**src/rtl/inscache_pkg.sv**
```systemverilog
// Shared types and widths for the direct-mapped instruction cache.
package inscache_pkg;

    localparam int INS_W = 32;

    typedef enum logic [1:0] {
        IDLE  = 2'd0,
        MISS  = 2'd1,
        DRAIN = 2'd2
    } state_t;

endpackage

```
**src/rtl/inscache_if.sv**
```systemverilog
// Fetch-side and memory-side signals of the instruction cache.
interface inscache_if;
    import inscache_pkg::*;

    logic             req_valid;
    logic [INS_W-1:0] req_pc;
    logic             req_ready;
    logic             flush;
    logic             resp_valid;
    logic [INS_W-1:0] resp_ins;
    logic             is_fetch;
    logic [INS_W-1:0] fetch_addr;
    logic             is_back;
    logic [INS_W-1:0] back_ins;

    // Cache view.
    modport slave (
        input  req_valid, req_pc, flush, is_back, back_ins,
        output req_ready, resp_valid, resp_ins, is_fetch, fetch_addr
    );

    // Fetch unit plus memory controller view.
    modport master (
        output req_valid, req_pc, flush, is_back, back_ins,
        input  req_ready, resp_valid, resp_ins, is_fetch, fetch_addr
    );

endinterface

```
**src/rtl/inscache_array.sv**
```systemverilog
// Line storage: valid bits cleared asynchronously, tag/data written synchronously, read combinationally.
module inscache_array
    import inscache_pkg::*;
#(
    parameter int INDEX_BITS = 4,
    parameter int TAG_W      = 26
) (
    input  logic                  clk_i,
    input  logic                  rst_ni,
    input  logic [INDEX_BITS-1:0] rd_idx_i,
    output logic                  rd_valid_o,
    output logic [TAG_W-1:0]      rd_tag_o,
    output logic [INS_W-1:0]      rd_data_o,
    input  logic                  wr_en_i,
    input  logic [INDEX_BITS-1:0] wr_idx_i,
    input  logic [TAG_W-1:0]      wr_tag_i,
    input  logic [INS_W-1:0]      wr_data_i
);

    localparam int LINES = 1 << INDEX_BITS;

    logic [LINES-1:0] valid_q;
    logic [TAG_W-1:0] tag_q  [LINES];
    logic [INS_W-1:0] data_q [LINES];

    always_ff @(posedge clk_i or negedge rst_ni) begin
        if (!rst_ni) begin
            valid_q <= '0;
        end else if (wr_en_i) begin
            valid_q[wr_idx_i] <= 1'b1;
        end
    end

    // Tag and data carry no reset; the valid bit alone qualifies them.
    always_ff @(posedge clk_i) begin
        if (wr_en_i) begin
            tag_q[wr_idx_i]  <= wr_tag_i;
            data_q[wr_idx_i] <= wr_data_i;
        end
    end

    assign rd_valid_o = valid_q[rd_idx_i];
    assign rd_tag_o   = tag_q[rd_idx_i];
    assign rd_data_o  = data_q[rd_idx_i];

endmodule

```
**src/rtl/inscache.sv**
```systemverilog
// Direct-mapped instruction cache: 1-cycle hits, level miss request to memory, flush-safe fills.
module inscache
    import inscache_pkg::*;
#(
    parameter int INDEX_BITS = 4
) (
    input  logic       clk_in,
    input  logic       rst_in,
    input  logic       rdy_in,
    inscache_if.slave  bus
);

    localparam int TAG_W = INS_W - INDEX_BITS - 2;

    state_t           state_q, state_d;
    logic [INS_W-1:0] miss_addr_q, miss_addr_d;
    logic             resp_valid_q, resp_valid_d;
    logic [INS_W-1:0] resp_ins_q, resp_ins_d;
    logic             is_fetch_q, is_fetch_d;

    logic [INDEX_BITS-1:0] rd_idx;
    logic [TAG_W-1:0]      req_tag;
    logic                  rd_valid;
    logic [TAG_W-1:0]      rd_tag;
    logic [INS_W-1:0]      rd_data;
    logic                  wr_en;
    logic                  ready;
    logic                  accept, hit, fill;

    assign rd_idx  = bus.req_pc[INDEX_BITS+1:2];
    assign req_tag = bus.req_pc[INS_W-1:INDEX_BITS+2];

    assign accept = (state_q == IDLE) && bus.req_valid && !bus.flush && rdy_in;
    assign hit    = accept && rd_valid && (rd_tag == req_tag);
    // A returning word always fills, even when the fetch unit has moved on.
    assign fill   = (state_q != IDLE) && bus.is_back && rdy_in;

    inscache_array #(
        .INDEX_BITS (INDEX_BITS),
        .TAG_W      (TAG_W)
    ) u_array (
        .clk_i      (clk_in),
        .rst_ni     (rst_in),
        .rd_idx_i   (rd_idx),
        .rd_valid_o (rd_valid),
        .rd_tag_o   (rd_tag),
        .rd_data_o  (rd_data),
        .wr_en_i    (wr_en),
        .wr_idx_i   (miss_addr_q[INDEX_BITS+1:2]),
        .wr_tag_i   (miss_addr_q[INS_W-1:INDEX_BITS+2]),
        .wr_data_i  (bus.back_ins)
    );

    always_ff @(posedge clk_in or negedge rst_in) begin
        if (!rst_in) begin
            state_q <= IDLE;
        end else if (rdy_in) begin
            state_q <= state_d;
        end
    end

    always_comb begin
        state_d = state_q;
        case (state_q)
            IDLE:    if (accept && !hit) state_d = MISS;
            MISS: begin
                if (bus.is_back)    state_d = IDLE;
                else if (bus.flush) state_d = DRAIN;
            end
            DRAIN:   if (bus.is_back) state_d = IDLE;
            default: state_d = IDLE;
        endcase
    end

    always_comb begin
        ready        = rst_in && (state_q == IDLE);
        wr_en        = fill;
        resp_valid_d = 1'b0;
        resp_ins_d   = resp_ins_q;
        miss_addr_d  = miss_addr_q;
        is_fetch_d   = (state_d != IDLE);
        if (hit) begin
            resp_valid_d = 1'b1;
            resp_ins_d   = rd_data;
        end else if (accept) begin
            miss_addr_d  = bus.req_pc & ~32'h3;
        end
        if ((state_q == MISS) && bus.is_back && !bus.flush) begin
            resp_valid_d = 1'b1;
            resp_ins_d   = bus.back_ins;
        end
    end

    always_ff @(posedge clk_in or negedge rst_in) begin
        if (!rst_in) begin
            miss_addr_q  <= '0;
            resp_valid_q <= 1'b0;
            resp_ins_q   <= '0;
            is_fetch_q   <= 1'b0;
        end else if (rdy_in) begin
            miss_addr_q  <= miss_addr_d;
            resp_valid_q <= resp_valid_d;
            resp_ins_q   <= resp_ins_d;
            is_fetch_q   <= is_fetch_d;
        end
    end

    assign bus.req_ready  = ready;
    assign bus.resp_valid = resp_valid_q;
    assign bus.resp_ins   = resp_ins_q;
    assign bus.is_fetch   = is_fetch_q;
    assign bus.fetch_addr = miss_addr_q;

endmodule
```
**src/flat_wrapper.sv**
```systemverilog
// flat-port wrapper written by rule: the top's interface ports become plain ports
module inscache_flat import inscache_pkg::*;
#(
    parameter int INDEX_BITS = 4
)
  (clk_in, rst_in, rdy_in, bus_req_valid, bus_req_pc, bus_flush, bus_is_back, bus_back_ins, bus_req_ready, bus_resp_valid, bus_resp_ins, bus_is_fetch, bus_fetch_addr);
  inscache_if bus_i ();
  input  logic clk_in;
  input  logic rst_in;
  input  logic rdy_in;
  input wire logic [$bits(bus_i.req_valid)-1:0] bus_req_valid;
  input wire logic [$bits(bus_i.req_pc)-1:0] bus_req_pc;
  input wire logic [$bits(bus_i.flush)-1:0] bus_flush;
  input wire logic [$bits(bus_i.is_back)-1:0] bus_is_back;
  input wire logic [$bits(bus_i.back_ins)-1:0] bus_back_ins;
  output wire logic [$bits(bus_i.req_ready)-1:0] bus_req_ready;
  output wire logic [$bits(bus_i.resp_valid)-1:0] bus_resp_valid;
  output wire logic [$bits(bus_i.resp_ins)-1:0] bus_resp_ins;
  output wire logic [$bits(bus_i.is_fetch)-1:0] bus_is_fetch;
  output wire logic [$bits(bus_i.fetch_addr)-1:0] bus_fetch_addr;
  assign bus_i.req_valid = bus_req_valid;
  assign bus_i.req_pc = bus_req_pc;
  assign bus_i.flush = bus_flush;
  assign bus_i.is_back = bus_is_back;
  assign bus_i.back_ins = bus_back_ins;
  assign bus_req_ready = bus_i.req_ready;
  assign bus_resp_valid = bus_i.resp_valid;
  assign bus_resp_ins = bus_i.resp_ins;
  assign bus_is_fetch = bus_i.is_fetch;
  assign bus_fetch_addr = bus_i.fetch_addr;
  inscache #(.INDEX_BITS(INDEX_BITS)) u_core (.clk_in(clk_in), .rst_in(rst_in), .rdy_in(rdy_in), .bus(bus_i));
endmodule
```
**config.mk**
```make
export PLATFORM = sky130hd
export DESIGN_NAME = inscache_flat
export DESIGN_NICKNAME = d
export VERILOG_FILES = /design/src/rtl/inscache_pkg.sv /design/src/rtl/inscache_if.sv /design/src/rtl/inscache_array.sv /design/src/rtl/inscache.sv /design/src/flat_wrapper.sv
export SDC_FILE = /design/constraint.sdc
export NUM_CORES = 1
export LEC_CHECK = 0
export BUFFER_PORTS_ARGS = -buffer_cell sky130_fd_sc_hd__buf_2
export CORE_AREA = 2 2 242 304
export CTS_CLUSTER_DIAMETER = 120
export DETAILED_ROUTE_END_ITERATION = 8
export DIE_AREA = 0 0 244 306
export PLACE_DENSITY = 0.83
export RECOVER_POWER = 50
export SLEW_MARGIN = 20
export SYNTH_ARGS = -nofsm -noshare
export SYNTH_HDL_FRONTEND = slang
export SYNTH_SLANG_ARGS = --single-unit
```
**constraint.sdc**
```tcl
create_clock -name clk_in -period 7.4 [get_ports clk_in]
set_clock_uncertainty 0.1 [all_clocks]
set_input_delay 1.11 -clock clk_in [delete_from_list [all_inputs] [get_ports clk_in]]
set_output_delay 1.11 -clock clk_in [all_outputs]
set_load 0.02 [all_outputs]
```
---- After elaboration in Yosys (flattened, before gate mapping) ----
Memories as Yosys holds them, arrays and structs flattened.
Cells that the tools add are included.
W data, S select, Z words.
word-level totals
  flip-flop bits (word level) ............. 82
  RAM bits ................................ 928
  bits of input ports ..................... 70
  output and inout port bits .............. 67
  word-level logic and storage cells ...... 51
  memories ................................ 2
memories
  name                   depth  width  rd ports  clocked after Yosys merged registers in  write ports  RTL line              source
  u_core.u_array.data_q  16     32     1         0                                        1            inscache_array.sv:24  logic [INS_W-1:0] data_q [LINES];
  u_core.u_array.tag_q   16     26     1         0                                        1            inscache_array.sv:23  logic [TAG_W-1:0] tag_q [LINES];
operators by class
  $lt $le $gt $ge ......................... 3
  equality and inequality tests ........... 3
  multiplexer cells ....................... 15
  bitwise operators ....................... 2
  reduce and logical (&&, ||, !) cells .... 20
operators by type and width
  kind                  count
  $mux W32              2
  $eq A26 B26 Y1        1
  $or A16 B16 Y16       1
  $logic_and A1 B1 Y1   12
  $lt A4 B5 Y1 const B  2
  $mux W2               4
  $mux W1               6
  $pmux W2 S3           1
  $reduce_bool A2 Y1    3
  $bmux W1 S4           1
  $demux W1 S4          1
  $ge A4 B1 Y1 const B  1
  $reduce_and A3 Y1     1
  $eq A2 B1 Y1 const B  1
  $eq A2 B2 Y1 const B  1
  $logic_not A1 Y1      2
  $logic_not A2 Y1      1
  $reduce_and A2 Y1     1
  $not A1 Y1            1

---- Logic depth before layout (Yosys ltp) ----
  depth after elaboration ................. 11
  mapped depth ............................ 14
  depth with buffers taken out ............ 8

---- Modules after synthesis ----
Synthesis repeated with hierarchy kept, for this count alone.
second synthesis, totals
  cell total of the unflattened synthesis .. 1,710
  area total of the unflattened synthesis .. 38,542.0 um^2
modules (own cells, without submodules)
  module          instances  cells an instance  area an instance (um^2)  seq. area each (um^2)
  inscache_array  1          1,479              35,293.8                 28,267.1
  inscache        1          231                3,248.1                  1,651.6

---- Worst setup path after synthesis ----
Ideal clock, no wire load.
  kind .................................... input to register
  from .................................... input rdy_in
  to ...................................... register u_core.u_array.valid_q[0]
  setup time .............................. 0.089 ns
  data arrival time ....................... 6.029 ns
  data required time ...................... 7.211 ns
  setup slack ............................. 1.182 ns
  stages .................................. 4
  buffers on the path ..................... 0
  path through ............................ o211ai_1 or3_1 nor3_1 or2_2
between the ends
  cells in the longest elaborated chain, start to end .. 1
ends and longest elaborated chain
  item                           RTL line              source
  start, declared                flat_wrapper.sv:10    input logic rdy_in;
  $logic_and A1 B1 Y1            inscache.sv:36        assign fill = (state_q != IDLE) && bus.is_back && rdy_in;
  end signal, assigned           inscache_array.sv:28  valid_q <= '0;
  end signal, assigned by index  inscache_array.sv:30  valid_q[wr_idx_i] <= 1'b1;
  end, declared                  inscache_array.sv:22  logic [LINES-1:0] valid_q;
No other way between the ends.
A chain may end at the register's enable or synchronous reset.

---- Final worst setup path ----
  from .................................... input rdy_in
  to ...................................... register u_core.resp_ins_q[7] (netlist: u_core.bus.resp_ins[7])
between the ends
  cells in the longest elaborated chain, start to end .. 5
ends and longest elaborated chain
  item                              RTL line         source
  $logic_and A1 B1 Y1               inscache.sv:33   assign accept = (state_q == IDLE) && bus.req_valid && !bus.flush && rdy_in;
  $logic_and A1 B1 Y1 (2 in a row)  inscache.sv:34   assign hit = accept && rd_valid && (rd_tag == req_tag);
  $reduce_bool A2 Y1 (no line)      n/a
  $reduce_and A2 Y1 (no line) *     n/a
  end signal, assigned              inscache.sv:103  resp_ins_q <= resp_ins_d;
  end, declared                     inscache.sv:18   logic [INS_W-1:0] resp_ins_q, resp_ins_d;
Every way passes the cells marked *; elsewhere a longest branch is shown, timed or not.

==> results.sh <==
export IMPL_place_ws_ns=1.367
export IMPL_rows=110
export IMPL_antenna_found_initial=6
export IMPL_cts_inserted_buffers=93
export IMPL_routed_wl_met3_um=9092
export IMPL_ctsHoldBuffers=0
export IMPL_initial_core_util=0.5476
export IMPL_cts_root_buf="clkbuf_16"
export IMPL_met1Wirelength_um=32370
export IMPL_nNetsFinal=2037
export IMPL_n_fill_cell=4594
export IMPL_maxSlewViolCount=129
export IMPL_synth_commonest_cells="928 x edfxtp_1, 252 x mux4_2, 82 x dfrtp_1, 59 x mux2i_1, 54 x nand2_1"
export IMPL_core_mm2=0.07171
export IMPL_max_freq_mhz=156.8
export IMPL_clkTransAtPathRegs_ns=0.07
export IMPL_synth_most_common_cell="edfxtp_1"
export IMPL_dp_hpwl_um=48680
export IMPL_seq_area_frac_synth=0.7619
export IMPL_arrival_ns=6.79
export IMPL_crit_chain="buf_2, clkbuf_1, nand4b_1, nor4b_1, o2111ai_1, nor4_4, buf_4, and3_1, buf_4, o211ai_1"
export IMPL_hold_path_class="reg -> reg"
export IMPL_ff2ff_setup_slack_ns=3.07
export IMPL_worst_slack_ns=1.021
export IMPL_crit_top_cell="buf_4"
export IMPL_seqCellArea_mm2=0.02992
export IMPL_rsz0062_at_grt="false"
export IMPL_cts_tree="yes"
export IMPL_die_h_um=306
export IMPL_met2_length_um=50920
export IMPL_outcome="finished, violations left"
export IMPL_post_cts_buffers=0
export IMPL_wl_per_cell_um=32.22
export IMPL_synth_area_leaders="edfxtp_1 71%, mux4_2 14%, dfrtp_1 5.2%, mux2i_1 1.5%, mux2_1 0.80%"
export IMPL_gp_congestion=0.7668
export IMPL_drive_above_1_share=0.2695
export IMPL_top_layer="met5"
export IMPL_num_io_pins=137
export IMPL_powerDensity_mw_per_mm2=305.6
export IMPL_fp_dieArea_mm2=0.07466
export IMPL_die_x_um=244
export IMPL_io_buffers=132
export IMPL_synth_edf_count=928
export IMPL_first_iter_violations=2729
export IMPL_vias=20078
export IMPL_grt_max_degree=117
export IMPL_netlist_area_leader_share=0.7097
export IMPL_areaGrowthSynthToFinish_pct=12.27
export IMPL_yosysWarningCount=0
export IMPL_vias_per_cell=6.684
export IMPL_cp_end_kind="register"
export IMPL_min_period_ns=6.379
export IMPL_setup_viol=0
export IMPL_yosys_cell_types_count=58
export IMPL_postSynthCellCount=1802
export IMPL_routed_wl_um=96800
export IMPL_power_leakage_nw=14.23
export IMPL_tns_ns=0
export IMPL_synth_area_mm2=0.03927
export IMPL_grt_pass1_wl_um=141200
export IMPL_dpl_cell_area_mm2=0.04107
export IMPL_worstPathRequired_ns=7.81
export IMPL_max_stage_delay_ns=1.92
export IMPL_yosysTopAreaCell="edfxtp_1"
export IMPL_worstSetupPathType="in -> reg"
export IMPL_worst_pin_slew_ns=3.524
export IMPL_overflow=0
export IMPL_final_area_mm2=0.04409
export IMPL_relSlewSlack=-1.349
export IMPL_cap_violations=3
export IMPL_drtPass1Iterations=5
export IMPL_clockBufferDepth=3
export IMPL_irDropWorstVdd_v=0.0002613
export IMPL_clock_sinks=1010
export IMPL_cpMaxStageDelayCell="clkbuf_1"
export IMPL_grt_pass1_vias=21312
export IMPL_multi_input_area_mm2=0.008907
export IMPL_drc=0
export IMPL_synth_seq_cells=1010
export IMPL_cts_resized=0
export IMPL_yosys_most_used_dff="edfxtp_1"
export IMPL_stdcell_count=3004
export IMPL_grt_usage=0.2627
export IMPL_ant_nets=0
export IMPL_insertion_delay_ns=0.68
export IMPL_postSynth_asyncResetShare=0.08119
export IMPL_failed_checks="capacitance limit, slew limit"
export IMPL_avgSynthCellArea_um2=21.79
export IMPL_period_share=0.8621
export IMPL_dp_cells=2824
export IMPL_hold_viol=0
export IMPL_critPathLaunchType="primary input"
export IMPL_h_tree_depth=3
export IMPL_worstPathMaxFanout=42
flip-flops by register name, summed over array words and instances (netlist names):
register                count
u_core.u_array.data_q     512
u_core.bus.resp_valid       1
u_core.bus.resp_ins        32
u_core.state_q              2
u_core.bus.is_fetch         1
u_core.bus.fetch_addr      30
u_core.u_array.tag_q      416
u_core.u_array.valid_q     16
stage by stage:
| step | utilization | hold WS [ns] | total power (W) |
|---|---|---|---|
| 6_report | 0.6148 | 0.3766 | 0.01347 |
| 5_1_grt | 0.6148 | 0.3876 | 0.01384 |
| 4_1_cts | 0.6159 | 0.3506 | 0.01353 |
| 3_5_place_dp | 0.5727 | 0.3530 | 0.008727 |
| 3_3_place_gp | 0.5727 | 0.3455 | 0.008629 |
| 2_1_floorplan | - | 0.3337 | 0.008055 |
cells by family after synthesis:
| group | synth area share |
|---|---|
| muxes | 0.1710 |
| xor gates and xnor gates | 0.006022 |
| and+or+nand+nor | 0.02801 |
| AOI/OAI and AO/OA | 0.01832 |
| other | 0.00009550 |
| DFF | 0.7619 |
| buffers and inverters | 0.01459 |
cells in the final DEF (no fill, tap or decap), types with 11 or more instances in the layout:
master     netlist  layout
buf_2           38      64
buf_4           16      36
clkbuf_1        35      91
clkbuf_16        0      94
clkbuf_8         0      11
clkinv_1         1      13
clkinv_2         0      16
dfrtp_1         82      82
edfxtp_1       928     928
mux2_1          28      28
mux2_2          12      12
mux2i_1         59      59
mux4_2         252     252
nand2_1         54      54
nand3_1         38      38
nand4_1         36      36
nor2_1          24      11
nor2_4           0      12
o211ai_1        33      33
o22ai_1         11      11
or2_2           21      21
xnor2_1         18      18
layer usage:
| layer | vias to the layer above | track usage |
|---|---|---|
| met1 | 10465 | 0.3226 |
| met4 | 4 | 0.1295 |
| li1 | 7870 | - |
| met3 | 285 | 0.04438 |
| met2 | 1454 | 0.4542 |
| met5 | - | 0 |
power by group:
group | internal, W | leakage (nW) | switching (W) | total (W)
Sequential | 0.00687 | 9.38 | 0.000470 | 0.00734
Clock | 0.00275 | 1.51 | 0.00211 | 0.00486
Combinational | 0.000460 | 3.34 | 0.000813 | 0.00127
Total | 0.0101 | 14.2 | 0.00339 | 0.0135
worst paths after layout:
kind,from,to,cells after the start
setup / recovery,rdy_in,u_core.bus.resp_ins[7]$_DFFE_PN0P_,10
hold / removal,u_core.u_array.valid_q[5]$_DFFE_PN0P_,u_core.u_array.valid_q[5]$_DFFE_PN0P_,1
setup reg to reg,u_core.u_array.tag_q[10][20]$_DFFE_PP_,u_core.bus.resp_ins[7]$_DFFE_PN0P_,10
hold reg to reg,u_core.u_array.valid_q[5]$_DFFE_PN0P_,u_core.u_array.valid_q[5]$_DFFE_PN0P_,1
max in group asynchronous,rst_in,u_core.bus.fetch_addr[31]$_DFFE_PN0P_,2
min in group asynchronous,rst_in,u_core.bus.fetch_addr[10]$_DFFE_PN0P_,1
critical path: cells and delay by family:
kind / cells / cell delay (ns)
buffers and inverters: 4 / 3.03
and+or+nand+nor: 4 / 2.12
AOI/OAI and AO/OA: 2 / 0.50
layout make-up:
cell class,instances,area share
Sequential cell,1010,0.6786
Tap cell,952,0.02702
Timing Repair Buffer,171,0.02106
Multi-Input combinational cell,683,0.2020
Clock inverter,46,0.01138
Antenna cell,4,0.0002270
Inverter,8,0.0007095
Clock buffer,130,0.05892
Note: power is estimated with default switching activity, not from simulation.
